## src/rtl/cv32e40x_irq_arbiter.sv

```systemverilog
// Basic-mode interrupt front end: synchronizes irq_i, keeps mip (level and sticky
// edge lines), picks the highest-priority enabled interrupt and gates the request.
module cv32e40x_irq_arbiter #(
    parameter int          SYNC_STAGES = 2,
    parameter logic [31:0] IRQ_MASK    = 32'hFFFF_0888,
    parameter logic [31:0] EDGE_MASK   = 32'h0000_0000
) (
    input  logic        clk,
    input  logic        rst_n,
    input  logic [31:0] irq_i,
    input  logic [31:0] mie_i,
    input  logic        mstatus_mie_i,
    input  logic        debug_mode_i,
    input  logic        dcsr_step_i,
    input  logic        dcsr_stepie_i,
    input  logic        irq_ack_i,
    input  logic [4:0]  irq_id_ack_i,
    output logic        irq_req_ctrl_o,
    output logic [9:0]  irq_id_ctrl_o,
    output logic        irq_wu_ctrl_o,
    output logic [31:0] mip_o
);

    logic [31:0] s;
    logic [31:0] mip_q;
    logic [31:0] mip_d;
    logic [31:0] en;
    logic [4:0]  win_id;
    logic        any_en;

    generate
        if (SYNC_STAGES == 0) begin : g_nosync
            assign s = irq_i;
        end else begin : g_sync
            logic [31:0] sync_q [SYNC_STAGES];

            always_ff @(posedge clk) begin
                if (!rst_n) begin
                    for (int k = 0; k < SYNC_STAGES; k++) begin
                        sync_q[k] <= '0;
                    end
                end else begin
                    sync_q[0] <= irq_i;
                    for (int k = 1; k < SYNC_STAGES; k++) begin
                        sync_q[k] <= sync_q[k-1];
                    end
                end
            end

            assign s = sync_q[SYNC_STAGES-1];
        end
    endgenerate

    genvar gi;
    generate
        for (gi = 0; gi < 32; gi++) begin : g_line
            if (EDGE_MASK[gi]) begin : g_edge
                logic prev_q;
                logic clr;

                always_ff @(posedge clk) begin
                    if (!rst_n) begin
                        prev_q <= 1'b0;
                    end else begin
                        prev_q <= s[gi];
                    end
                end

                assign clr = irq_ack_i && (irq_id_ack_i == 5'(gi));
                // A rising edge in the ack cycle wins over the clear.
                assign mip_d[gi] = IRQ_MASK[gi] & ((s[gi] & ~prev_q) | (mip_q[gi] & ~clr));
            end else begin : g_level
                assign mip_d[gi] = s[gi] & IRQ_MASK[gi];
            end
        end
    endgenerate

    always_ff @(posedge clk) begin
        if (!rst_n) begin
            mip_q <= '0;
        end else begin
            mip_q <= mip_d;
        end
    end

    assign en     = mip_q & mie_i & IRQ_MASK;
    assign any_en = |en;

    // Evaluated lowest priority first so later matches override: 7, 3, 11, 16..31.
    always_comb begin
        win_id = 5'd0;
        if (en[7])  win_id = 5'd7;
        if (en[3])  win_id = 5'd3;
        if (en[11]) win_id = 5'd11;
        for (int k = 16; k < 32; k++) begin
            if (en[k]) win_id = 5'(k);
        end
    end

    assign irq_req_ctrl_o = any_en & mstatus_mie_i & ~debug_mode_i & ~(dcsr_step_i & ~dcsr_stepie_i);
    assign irq_wu_ctrl_o  = any_en & ~debug_mode_i;
    assign irq_id_ctrl_o  = {5'd0, win_id};
    assign mip_o          = mip_q;

endmodule

```

## config.mk

```make
export PLATFORM = sky130hd
export DESIGN_NAME = cv32e40x_irq_arbiter
export DESIGN_NICKNAME = d
export VERILOG_FILES = /design/src/rtl/cv32e40x_irq_arbiter.sv
export SDC_FILE = /design/constraint.sdc
export NUM_CORES = 1
export LEC_CHECK = 0
export BUFFER_PORTS_ARGS = -buffer_cell sky130_fd_sc_hd__buf_2
export CAP_MARGIN = 20
export CELL_PAD_IN_SITES_DETAIL_PLACEMENT = 0
export CELL_PAD_IN_SITES_GLOBAL_PLACEMENT = 2
export CORE_MARGIN = 4
export CORE_UTILIZATION = 25
export DETAILED_ROUTE_END_ITERATION = 16
export HOLD_SLACK_MARGIN = 0.03
export PLACE_DENSITY = 0.88
export SYNTH_ARGS = -nofsm -noshare
export SYNTH_HDL_FRONTEND = slang
export SYNTH_SLANG_ARGS = --single-unit
```

## constraint.sdc

```tcl
create_clock -name clk -period 2.4 [get_ports clk]
set_input_delay 0.12 -clock clk [delete_from_list [all_inputs] [get_ports clk]]
set_output_delay 0.12 -clock clk [all_outputs]
set_load 0.02 [all_outputs]
```

==> flow_summary.yaml <==
pwr:
  power.total_mw: 2.06
  power_leakage_nw: 1.30
  switching_share: 0.221
  power.density_nw_per_um2: 749
  p_seq_frac: 0.483
  p_comb_frac: 0.103
  vdd_drop_max_v: 0.000270
  p_int_mw: 1.61
  power_frac_clock: 0.414
  switchingPower_uw: 456
layout:
  diodes: 0
  area_delta_synth_final_pct: 38.4
  final_nets: 356
  fin_util: 0.357
  layout-drive-gt1-share: 0.303
grt:
  overflow: 0
  grt_pass1_vias: 1427
  track_usage: 0.0899
  grt_pass1_wl_um: 6600
  grt_max_degree: 58
  antenna_found_initial: 0
routing:
  drc: 0
  vias: 1451
  drt-initial-drc-count: 29
  ant_nets: 0
  wl_per_cell_um: 10.9
  via_per_inst: 3.76
  firstDrtPassIters: 4
  wl_um: 4210
clocking:
  cts_max_level: 3
  clock-sinks: 57
  clock_path_buffers: 2
  clkTransAtPathRegs_ns: 0.06
  cts_tree: "built"
  cts-root-buf: "clkbuf_8"
  numCtsBuffers: 9
  insertion_delay_ns: 0.31
floorplan:
  start_util: 0.258
  io_pins: 120
  core_um2: 7730
  die_w_um: 97.3
  die_h_um: 97.3
  rows: 32
  die_area_um2: 9460
critical_path:
  cp_num_buf_inv: 1
  path_delay_family: "compound AO/OA/AOI/OAI gates"
  critical_path.max_fanout: 4
  path_cells: "a222oi_1 > o21ai_1 > a221oi_2 > o211ai_1 > buf_2"
  reg2reg_from: "g_sync.sync_q[1][21]"
  critPathMaxStageDelay_ns: 0.62
  worstSetupStartpoint: "mip_o[11]"
  required_ns: 2.28
  startpoint_type: "register"
  end_kind: "primary output"
  cp_slowest_cell: "a222oi_1"
  critical_path_class: "reg -> out"
  cp.arrival_ns: 2.02
logic_synthesis:
  synth_area_um2: 1990
  synth_area_per_cell_um2: 10.6
  synth.most_common_cell: "and2_1"
  synth-edff-count: 0
  yosysTopAreaCellShare: 0.573
  synth_seq_cells: 57
  synth_warnings: 0
  synthFlopType: "dfxtp_1"
  ys_types: 29
  ys_seq_area_frac: 0.573
  postSynth.asyncResetShare: 0
  synthTopCellsByArea: "dfxtp_1 (57%), and2_1 (18%), buf_4 (6.8%)"
  synth_common_cells: "and2_1 (58), dfxtp_1 (57), buf_4 (18)"
  postSynthCellCount: 188
  yosys.area.top_type: "dfxtp_1"
placement:
  gp_congestion: 0.747
  port_buffers: 69
  hpwl_um: 3190
worst_hold_path:
  hold_start: "rst_n"
  hold_class: "in -> reg"
sta:
  worstMarginPinSlew_ns: 0.671
  slew_viol_final: 0
  fmax_ghz: 0.468
  slew_headroom: 0.553
  timing.final.crit_share: 0.891
  fin_crit_ns: 2.14
  setup_tns_ns: 0
  finalHoldViolCount: 0
  setup_violations: 0
  finClkSkew_ns: 0.00236
  rsz0062_at_grt: "false"
job:
  maxCapViolCount: 0
status:
  status: "finished clean"
[path summary, 6_finish.rpt]
path / cells after the start / slack, ns / to
setup / recovery: 5 / 0.26 / irq_id_ctrl_o[0]
hold / removal: 2 / 0.41 / mip_o[27]
setup reg to reg: 1 / 1.85 / mip_o[21]
hold reg to reg: 1 / 0.43 / g_sync.sync_q[1][26]
[power groups by stage]
| stage | combinational (mW) | sequential (mW) | clock [mW] |
|---|---|---|---|
| after global routing | 0.234 | 1.00 | 0.929 |
| after global placement | 0.190 | 1.02 | 0 |
| after CTS | 0.216 | 0.997 | 0.888 |
| after floorplan | 0.130 | 1.02 | 0 |
| final | 0.213 | 0.997 | 0.854 |
| after detailed placement | 0.192 | 1.02 | 0 |
[metrics by stage]
| step | hold slack, ns | worst slack [ns] | instance area (µm²) | std cells |
|---|---|---|---|---|
| finish | 0.414 | 0.261 | 2760 | 386 |
| global route | 0.440 | 0.165 | 2760 | 386 |
| CTS | 0.420 | 0.210 | 2760 | 386 |
| detailed placement | 0.331 | 0.592 | 2370 | 352 |
| global placement | 0.326 | 0.588 | 2370 | 352 |
| floorplan | 0.247 | 0.726 | 2060 | 205 |
[area by class of cell]
| cell class | instances | area, µm² |
|---|---|---|
| Clock buffer | 12 | 155 |
| Multi-Input combinational cell | 124 | 757 |
| Timing Repair Buffer | 88 | 536 |
| Sequential cell | 57 | 1140 |
| Fill cell | 805 | 4970 |
| Clock inverter | 3 | 40.0 |
| Tap cell | 102 | 128 |
[per-layer routing]
| layer | vias up | global-route usage | part of all wire |
|---|---|---|---|
| met5 | - | 0 | 0 |
| met4 | 0 | 0.0639 | 0.017 |
| met3 | 4 | 0.0208 | 0.043 |
| met2 | 52 | 0.142 | 0.47 |
| met1 | 625 | 0.107 | 0.47 |
| li1 | 770 | - | - |
[kinds of logic after synthesis]
logic type / share of synthesized area
and+or+nand+nor: 0.248
DFF: 0.573
buffers and inverters: 0.0791
AOI/OAI and AO/OA: 0.0980
other: 0.00188
[sequential cells by signal, summed over array words and instances, names as in the netlist]
register	cells
mip_o	19
g_sync.sync_q	38
[repair_timing]
action | CTS | global route
endpoints found under the hold margin | 19 | 0
buffers inserted | 0 | 0
hold buffers | 19 | 0
resized for setup | 0 | 0
setup endpoints to repair | 0 | 0
[layout by cell type, fill, tap and decap left out, drive strengths merged, types with 2 or more instances in the layout]
master,instances
and2,58
clkbuf,12
buf,69
a22o,5
nand2,16
a22oi,2
a222oi,2
dfxtp,57
a221oi,2
nand3,2
conb,18
clkinv,2
o21ai,3
dlygate4sd3,19
o211ai,2
Power figures use the tool's default switching activity.
